<file path="src/rtl/tile_write_scheduler.sv">
// Host tile-write queue plus rectangle-fill engine, arbitrated onto one tile-memory write port.
// Issue is one registered cycle after acceptance; writes are held off while the commit window is closed.
module tile_write_scheduler #(
  parameter int FIFO_DEPTH = 8,
  parameter int COLS       = 80,
  parameter int ROWS       = 60
) (
  input  logic        clk,
  input  logic        reset,
  input  logic        chipselect,
  input  logic        write,
  input  logic        read,
  input  logic [2:0]  address,
  input  logic [15:0] writedata,
  output logic [15:0] readdata,
  input  logic        vblank,
  output logic        tm_we,
  output logic [12:0] tm_addr,
  output logic [5:0]  tm_data,
  output logic        fill_done
);
  localparam int MEM = COLS * ROWS;
  localparam int CW  = $clog2(FIFO_DEPTH) + 1;

  typedef struct packed {
    logic [12:0] addr;
    logic [5:0]  id;
  } tile_wr_t;

  typedef enum logic [1:0] {IDLE, RUN, DONE} fill_state_t;

  fill_state_t state, state_next;

  logic        host_wr, data_wr, go_wr;
  logic [12:0] cur_addr;
  logic        vblank_only, ovf, err;
  logic [6:0]  x0, w;
  logic [5:0]  y0, h;

  logic [6:0]  x_first, x_last, col;
  logic [5:0]  y_last, row;
  logic [12:0] row_base;
  logic [5:0]  fill_id;

  logic [7:0]  x_sum;
  logic [6:0]  y_sum;
  logic [6:0]  x_last_next;
  logic [5:0]  y_last_next;

  logic        open, busy, addr_ok, go_ok, go_accept, last_tile;
  logic        fifo_push, fifo_pop, fifo_empty, fifo_full, fill_issue;
  tile_wr_t    fifo_din, fifo_dout;
  logic [CW-1:0] fifo_cnt;
  logic [31:0] cnt_wide;
  logic [15:0] status;
  logic        unused_bits;

  assign unused_bits = ^writedata[15:13];

  assign host_wr = chipselect & write;
  assign data_wr = host_wr & (address == 3'd1);
  assign go_wr   = host_wr & (address == 3'd4);

  assign busy       = (state != IDLE);
  assign open       = ~vblank_only | vblank;
  assign fifo_pop   = open & ~fifo_empty;
  assign fill_issue = open & fifo_empty & (state == RUN);

  // A full queue still accepts a push when an entry leaves in the same cycle.
  assign addr_ok   = (cur_addr < 13'(MEM));
  assign fifo_push = data_wr & addr_ok & (~fifo_full | fifo_pop);
  assign fifo_din  = '{addr: cur_addr, id: writedata[5:0]};

  assign go_ok     = ~busy && (w != 7'd0) && (h != 6'd0) &&
                     (x0 < 7'(COLS)) && (y0 < 6'(ROWS));
  assign go_accept = go_wr & go_ok;
  assign last_tile = (col == x_last) && (row == y_last);

  always_comb begin
    x_sum       = {1'b0, x0} + {1'b0, w};
    y_sum       = {1'b0, y0} + {1'b0, h};
    x_last_next = (x_sum >= 8'(COLS)) ? 7'(COLS - 1) : 7'(x_sum - 8'd1);
    y_last_next = (y_sum >= 7'(ROWS)) ? 6'(ROWS - 1) : 6'(y_sum - 7'd1);
  end

  sync_fifo #(
    .WIDTH($bits(tile_wr_t)),
    .DEPTH(FIFO_DEPTH)
  ) u_fifo (
    .clk   (clk),
    .reset (reset),
    .push  (fifo_push),
    .pop   (fifo_pop),
    .din   (fifo_din),
    .dout  (fifo_dout),
    .empty (fifo_empty),
    .full  (fifo_full),
    .count (fifo_cnt)
  );

  always_ff @(posedge clk) begin
    if (reset) state <= IDLE;
    else       state <= state_next;
  end

  always_comb begin
    state_next = state;
    case (state)
      IDLE:    if (go_accept) state_next = RUN;
      RUN:     if (fill_issue && last_tile) state_next = DONE;
      DONE:    state_next = IDLE;
      default: state_next = IDLE;
    endcase
  end

  // Fill walker: raster order inside the clipped rectangle.
  always_ff @(posedge clk) begin
    if (reset) begin
      x_first  <= '0;
      x_last   <= '0;
      y_last   <= '0;
      col      <= '0;
      row      <= '0;
      row_base <= '0;
      fill_id  <= '0;
    end else if (go_accept) begin
      x_first  <= x0;
      x_last   <= x_last_next;
      y_last   <= y_last_next;
      col      <= x0;
      row      <= y0;
      row_base <= 13'(y0) * 13'(COLS);
      fill_id  <= writedata[5:0];
    end else if (fill_issue) begin
      if (col == x_last) begin
        col      <= x_first;
        row      <= row + 6'd1;
        row_base <= row_base + 13'(COLS);
      end else begin
        col <= col + 7'd1;
      end
    end
  end

  always_ff @(posedge clk) begin
    if (reset) begin
      cur_addr    <= '0;
      vblank_only <= 1'b0;
      ovf         <= 1'b0;
      err         <= 1'b0;
      x0          <= '0;
      y0          <= '0;
      w           <= '0;
      h           <= '0;
    end else if (host_wr) begin
      case (address)
        3'd0: cur_addr <= writedata[12:0];
        3'd1: begin
          if (!addr_ok)        err <= 1'b1;
          else if (!fifo_push) ovf <= 1'b1;
          else cur_addr <= (cur_addr == 13'(MEM - 1)) ? 13'd0 : cur_addr + 13'd1;
        end
        3'd2: begin
          x0 <= writedata[6:0];
          y0 <= writedata[12:7];
        end
        3'd3: begin
          w <= writedata[6:0];
          h <= writedata[12:7];
        end
        3'd4: if (!go_ok) err <= 1'b1;
        3'd5: begin
          vblank_only <= writedata[0];
          if (writedata[1]) begin
            ovf <= 1'b0;
            err <= 1'b0;
          end
        end
        default: ;
      endcase
    end
  end

  always_comb begin
    cnt_wide      = 32'(fifo_cnt);
    status        = '0;
    status[0]     = busy;
    status[1]     = fifo_empty;
    status[2]     = fifo_full;
    status[3]     = ovf;
    status[4]     = err;
    status[11:8]  = (cnt_wide > 32'd15) ? 4'hF : cnt_wide[3:0];
  end

  always_ff @(posedge clk) begin
    if (reset) begin
      tm_we     <= 1'b0;
      tm_addr   <= '0;
      tm_data   <= '0;
      fill_done <= 1'b0;
      readdata  <= '0;
    end else begin
      tm_we     <= fifo_pop | fill_issue;
      fill_done <= (state == DONE);
      if (fifo_pop) begin
        tm_addr <= fifo_dout.addr;
        tm_data <= fifo_dout.id;
      end else if (fill_issue) begin
        tm_addr <= row_base + 13'(col);
        tm_data <= fill_id;
      end
      if (chipselect && read) readdata <= (address == 3'd6) ? status : 16'd0;
    end
  end
endmodule

// Generic single-clock FIFO; dout shows the head entry combinationally.
// Caller must not push when full without a simultaneous pop, nor pop when empty.
module sync_fifo #(
  parameter int WIDTH = 8,
  parameter int DEPTH = 8
) (
  input  logic                   clk,
  input  logic                   reset,
  input  logic                   push,
  input  logic                   pop,
  input  logic [WIDTH-1:0]       din,
  output logic [WIDTH-1:0]       dout,
  output logic                   empty,
  output logic                   full,
  output logic [$clog2(DEPTH):0] count
);
  localparam int AW = $clog2(DEPTH);

  logic [WIDTH-1:0] mem [DEPTH];
  logic [AW-1:0]    wr_ptr, rd_ptr;

  always_ff @(posedge clk) begin
    if (reset) begin
      wr_ptr <= '0;
      rd_ptr <= '0;
      count  <= '0;
    end else begin
      if (push) wr_ptr <= wr_ptr + AW'(1);
      if (pop)  rd_ptr <= rd_ptr + AW'(1);
      case ({push, pop})
        2'b10:   count <= count + (AW+1)'(1);
        2'b01:   count <= count - (AW+1)'(1);
        default: ;
      endcase
    end
  end

  always_ff @(posedge clk) begin
    if (push) mem[wr_ptr] <= din;
  end

  assign dout  = mem[rd_ptr];
  assign empty = (count == '0);
  assign full  = (count == (AW+1)'(DEPTH));
endmodule

</file>
<file path="config.mk">
export PLATFORM = sky130hd
export DESIGN_NAME = tile_write_scheduler
export DESIGN_NICKNAME = d
export VERILOG_FILES = /design/src/rtl/tile_write_scheduler.sv
export SDC_FILE = /design/constraint.sdc
export NUM_CORES = 1
export LEC_CHECK = 0
export BUFFER_PORTS_ARGS = -buffer_cell sky130_fd_sc_hd__buf_2
export CORE_MARGIN = 10
export CORE_UTILIZATION = 40
export CTS_CLUSTER_DIAMETER = 60
export DETAILED_ROUTE_END_ITERATION = 7
export PLACE_DENSITY_LB_ADDON = 0.05
export SYNTH_ARGS = -nofsm -noshare
export SYNTH_HDL_FRONTEND = slang
export SYNTH_SLANG_ARGS = --single-unit
</file>
<file path="constraint.sdc">
create_clock -name clk -period 4.9 [get_ports clk]
set_input_delay 0.735 -clock clk [delete_from_list [all_inputs] [get_ports clk]]
set_output_delay 0.735 -clock clk [all_outputs]
set_load 0.01 [all_outputs]
</file>
; After elaboration in Yosys (flattened, before gate mapping)
; Memories as Yosys holds them, arrays and structs flattened. A register that Yosys moved wholly into a read port is not among the register bits.
; Index checks and enable logic that the tools add are counted.
[word_totals]
ff_bits = 143
mem_count = 1
out_inout_bits = 37
ram_bits = 152
[mem_list]
columns = memory, words, word_bits, read_ports, rd_clocked_by_memory_dff, write_ports, line_no
row1 = u_fifo.mem, 8, 19, 1, 1, 1, 235  ; logic [WIDTH-1:0] mem [DEPTH];
[op_classes]
n_bitwise = 16
n_addsub = 13
multipliers = 1
n_mux = 35
reduce_logical = 30
n_lt_le_gt_ge = 5
n_eq_ne = 22
[ops]
columns = op, n
row1 = 2-to-1 mux 13 bit, 8
row2 = 2-to-1 mux 6 bit, 6
row3 = 2-to-1 mux 7 bit, 4
row4 = case mux 13 bit (2 select lines), 1
row5 = nonzero test 2 bit, 7
row6 = adder 13 x 1 -> 13 bit (second input constant), 1
row7 = adder 13 x 7 -> 13 bit, 1
row8 = adder 13 x 7 -> 13 bit (second input constant), 1
row9 = == test 13 bit (second input constant), 1
row10 = < comparator 13 bit (second input constant), 1
row11 = 2-to-1 mux 12 bit, 1
row12 = != test 2 bit (second input constant), 6
row13 = AND reduction 2 bit, 6
row14 = AND reduction 5 bit, 2
row15 = AND 1 bit, 9
row16 = == test 3 bit (second input constant), 3
row17 = multiplier 6 x 3 -> 9 bit (second input constant), 1
row18 = adder 7 x 7 -> 8 bit, 1
row19 = greater-or-equal comparator 8 x 7 -> 1 bit (second input constant), 1
row20 = case mux 4 bit (2 select lines), 1
row21 = adder 6 x 6 -> 7 bit, 1
row22 = adder 7 x 1 -> 7 bit (second input constant), 1
row23 = == test 7 bit, 1
row24 = greater-or-equal comparator 7 x 6 -> 1 bit (second input constant), 1
row25 = 32 further kinds, 56

; Depth between registers and ports, before layout
[logic_depth]
depth_word = 9
ltp_mapped = 12
mapped_depth_nobuf = 11

; Cells and area by module
; From an unflattened synthesis, not the netlist that was laid out.
[hier_totals]
cells_unflattened = 1077
hier_area_um2 = 13105.1
[by_module_without_submodules]
columns = module, area_each_um2, seq_area_each_um2, n_inst, cells_per_inst
row1 = tile_write_scheduler, 6653.9, 2442.3, 1, 786
row2 = sync_fifo, 6451.2, 4824.6, 1, 291

; Least setup slack after synthesis
; Ideal clock, no wire load.
[synth_timing]
kind = input to register
from = input port address[1]
to = memory u_fifo.mem[0][0] (netlist name) (enable)
required_time_ns = 4.456
t_arrival_ns = 3.992
setup_slack_ns = 0.464
setup_time_ns = 0.444
stages = 6
cell_sequence = buf_2 > nor3b_2 > o21ai_0 > or3b_2 > clkbuf_1 > nor4_1
[synth_between]
elab_chain_cells = 6
[synth_lines]
columns = item, line_no
row1 = start: declaration, 13  ; input logic [2:0] address,
row2 = == test 3 x 1 -> 1 bit, 61  ; assign data_wr = host_wr & (address == 3'd1);
row3 = AND 1 bit, 61
row4 = AND 1 bit (2 in a row), 71  ; assign fifo_push = data_wr & addr_ok & (~fifo_full | fifo_pop);
row5 = 2-to-1 mux 1 bit, 255  ; if (push) mem[wr_ptr] <= din;
row6 = 2-to-1 mux 1 bit (implied by the code), 255
row7 = end: declaration, 235
; No other way between the ends.

; Worst setup path after layout
[layout_timing]
from = register cur_addr[6]
to = register u_fifo.count[2]
[layout_between]
elab_chain_cells = 5
word_cells_on_any_way = 7
cone_classes = order compare (1) / eq/ne (2) / mux (1) / bitwise (2) / reduce/logical (1)
[layout_lines]
columns = item, line_no
row1 = start: declaration, 35  ; logic [12:0] cur_addr;
row2 = start signal: assignment, 157  ; 3'd0: cur_addr <= writedata[12:0];
row3 = start signal: assignment, 161  ; else cur_addr <= (cur_addr == 13'(MEM - 1)) ? 13'd0 : cur_addr + 13'd1;
row4 = < comparator 13 bit (*), 70  ; assign addr_ok = (cur_addr < 13'(MEM));
row5 = AND 1 bit (*) (2 in a row), 71
row6 = == test 2 x 1 -> 1 bit or == test 2 bit (tied branches), 246  ; case ({push, pop})
row7 = case mux 4 bit (2 select lines) or nonzero test 2 bit (tied branches), --
row8 = end signal: assignment, 247  ; 2'b10: count <= count + (AW+1)'(1);
row9 = end signal: assignment, 248  ; 2'b01: count <= count - (AW+1)'(1);
row10 = end: declaration, 231  ; output logic [$clog2(DEPTH):0] count
; Mark *: on every way between the ends. The rest lies on a longest branch, timed or not.
; A chain may end at the register's enable or synchronous reset.

==> flow_summary_export.csv <==
group,metric,value,unit
outcome,status,"complete, no violations",
sta,max_freq,0.300,GHz
routing,wl_per_cell,20.6,um
job,cap_violations,0,
finish,fin_nets,1216,
min_path,hold_path_class,"flip-flop to flip-flop",
sta,tns,0,ps
clock_network,root_buffer,"clkbuf_16",
finish,drive_gt1_frac,0.159,
sta,min_period,3330,ps
floorplanning,fp.dieH,200,um
sta,drv_slew,0,
finish,synthToLayoutAreaGrowth,14.1,%
worst_setup_path,crit_fanout,15,
floorplanning,fp-row-count,65,
min_path,worstHoldStart,"readdata[8]",
yosys,synthesis.area,12900,um^2
worst_setup_path,critical_path_class,"flip-flop to flip-flop",
routing,wl,32.5,mm
yosys,synth_top_family_by_area,"simple AND/OR/NAND/NOR gates",
worst_setup_path,cp_top_family,"compound AO/OA/AOI/OAI gates",
floorplanning,core_area,31600,um^2
worst_setup_path,crit_required,5330,ps
floorplanning,dieArea,39800,um^2
yosys,synth_warnings,0,
sta,period_share,0.681,
yosys,synth.most_common_cell,"edfxtp_1",
worst_setup_path,r2r_slack,1570,ps
yosys,synth_compound_area_frac,0.107,
worst_setup_path,r2r-end,"u_fifo.count[2]",
routing,drt_iter0_drc,489,
placed_design,dp_hpwl,21.4,mm
yosys,yosysTopAreaCell,"edfxtp_1",
grt,grt_max_degree,58,
power_and_ir_drop,seqPwrFrac,0.425,
clock_network,cts_resized,0,
sta,hold_violations,0,
floorplanning,start_util,0.407,
yosys,yosysSeqAreaShare,0.564,
finish,insertedDiodeCount,0,
placed_design,place_area,13600,um^2
power_and_ir_drop,swShare,0.276,
grt,gr-total-overflow,0,
grt,grt_pass1_wl,50.3,mm
yosys,synth.area.mux_share,0.0975,
yosys,netlist.area_leader.share,0.354,
sta,slew_headroom,0.337,
routing,via_per_inst,5.39,
clock_network,ctsHoldBuffers,0,
yosys,synthTopCellsByArea,"edfxtp_1 35%, dfxtp_1 21%, mux4_2 6.6%",
worst_setup_path,crit_path_start,"cur_addr[6]",
worst_setup_path,path_cells,"a21o_1 -> a211oi_1 -> o21ai_0 -> or3b_2 -> ha_1 -> xor2_1 -> ha_1 -> a21oi_1 -> xor2_1 -> or3_1 -> a21oi_1",
placed_design,portBuffers,51,
clock_network,cts_setup_buffers,0,
clock_network,path_clk_slew,60,ps
sta,setup_viol,0,
routing,antenna_left,0,
finish,postLayoutCellArea,14700,um^2
worst_setup_path,r2r.worst_path.cells,11,
routing,dr.pass1.iters,5,
power_and_ir_drop,p_int,4.70,mW
clock_network,cts_tree,"built",
worst_setup_path,arrival,3760,ps
placed_design,pre_cts_slack,1330,ps
yosys,synth_seq_cells,287,
sta,timing.final.ws_setup,1570,ps
floorplanning,die_x,200,um
power_and_ir_drop,clkPwrFrac,0.390,
yosys,synth-main-ff-cell,"edfxtp_1",
worst_setup_path,end_kind,"flip-flop",
worst_setup_path,slowest_stage,"or3b_2",
yosys,synth-edff-count,152,
power_and_ir_drop,pwr_density_cell,441,nW/um^2
yosys,ys_types,62,
finish,fin_cells,1579,
clock_network,htreeDepth,2,
floorplanning,io_pins,62,
yosys,synthTopCellsByCount,"152 x edfxtp_1, 135 x dfxtp_1, 114 x nand2_1",
yosys,yosys.area_share.simple,0.122,
power_and_ir_drop,total_power,6.48,mW
power_and_ir_drop,power.leakage,5.22,nW
min_path,worstHoldPathCells,2,
placed_design,place_inst,1517,
grt,gr-usage-all-layers,0.164,
finish,fillers,2901,
sta,rsz0062_at_grt,"no",
routing,drcViolationCount,0,
yosys,synthXorXnorAreaFrac,0.0394,
grt,grt_pass1_vias,8438,
finish,regArea,7270,um^2
clock_network,clk_path_buf_depth,3,
routing,vias,8511,
power_and_ir_drop,peakVddDrop,0.000294,V
clock_network,clk_latency,510,ps
yosys,syn_inst,1103,
power_and_ir_drop,combPwrFrac,0.185,
worst_setup_path,max_stage_delay,650,ps
grt,antenna_found_initial,0,
yosys,synth_adder_area_share,0.0402,
sta,worst_pin_slew,992,ps
worst_setup_path,worstSetupStartpointType,"flip-flop",
clock_network,cts_sinks,287,
worst_setup_path,r2r-start,"cur_addr[6]",
yosys,synth-async-reset-ratio,0,
finish,multiInputGateArea,5300,um^2
worst_setup_path,cp_num_buf_inv,0,
yosys,syn_avg_cell_area,11.7,um^2
sta,fin_skew,20.1,ps
clock_network,cts-buffers-inserted,35,
power_and_ir_drop,p_switching,1.79,mW
min_path,hold_path_end,"readdata[8]",
placed_design,gp_congestion,0.788,
-- flip-flops by register name (all words and copies together) (netlist names), 7 cells and up, named ones only --
| signal | count |
|---|---|
| tm_addr | 13 |
| col | 7 |
| x0 | 7 |
| x_last | 7 |
| row_base | 9 |
| readdata | 9 |
| cur_addr | 13 |
| x_first | 7 |
| u_fifo.mem | 152 |
| w | 7 |
-- worst max-delay path by stage --
stage | slack [ps] | endpoint | cells after the start
floorplan | 460 | u_fifo.mem[0][0] | 6
finish | 1570 | u_fifo.count[2] | 11
CTS | 1530 | u_fifo.count[2] | 11
detailed placement | 1330 | u_fifo.count[2] | 12
global placement | 1330 | u_fifo.count[2] | 12
global route | 1270 | u_fifo.count[2] | 11
-- power groups by stage --
| stage | registers (mW) | logic (mW) | clock network [mW] |
|---|---|---|---|
| floorplan | 2.79 | 0.843 | 0 |
| global placement | 2.81 | 1.22 | 0 |
| detailed placement | 2.81 | 1.22 | 0 |
| CTS | 2.76 | 1.23 | 2.59 |
| global route | 2.77 | 1.33 | 2.69 |
| finish | 2.76 | 1.20 | 2.53 |
-- through the flow --
step | hold slack, ps | util
after floorplan | 436 | -
after global placement | 438 | 0.429
after detailed placement | 442 | 0.429
after CTS | 449 | 0.465
after global routing | 463 | 0.465
final | 446 | 0.465
-- logic make-up (layout without fill, tap and decap cells) --
group / Yosys count / after routing
and+or+nand+nor: 338 / 338
adders and majority gates: 39 / 39
AOI/OAI and AO/OA: 210 / 210
muxes: 78 / 78
xor gates and xnor gates: 58 / 58
buffers and inverters: 92 / 160
DFF: 287 / 287
other: 1 / 7
-- worst min-delay path, stage by stage, from the launching register on --
cell     delay, ps
dfxtp_1        300
nand2_1         50
a21oi_1         50
-- layer usage --
layer,up-vias,part of all wire,global-route usage
met1,4169,0.49,0.234
met3,38,0.042,0.0247
met2,149,0.45,0.256
met5,-,0,0
li1,4155,-,-
met4,0,0.018,0.0418
-- cell usage in the layout (no fill, tap or decap), drive strengths merged, types with 38 or more instances in the layout --
master / Yosys / final
nand2: 114 / 114
mux4: 38 / 38
a211oi: 39 / 39
a21oi: 69 / 69
buf: 21 / 73
nor2: 105 / 105
mux2i: 40 / 40
dfxtp: 135 / 135
clkbuf: 46 / 46
edfxtp: 152 / 152
-- area by class of cell --
cell class,count,area share
multi-input cells,730,0.360
inverters,25,0.00638
clock buffers,46,0.0631
clock inverters,16,0.0130
flip-flops and latches,287,0.494
repair buffers,73,0.0288
well taps,402,0.0342
No activity file was read; power rests on OpenSTA's default activity.
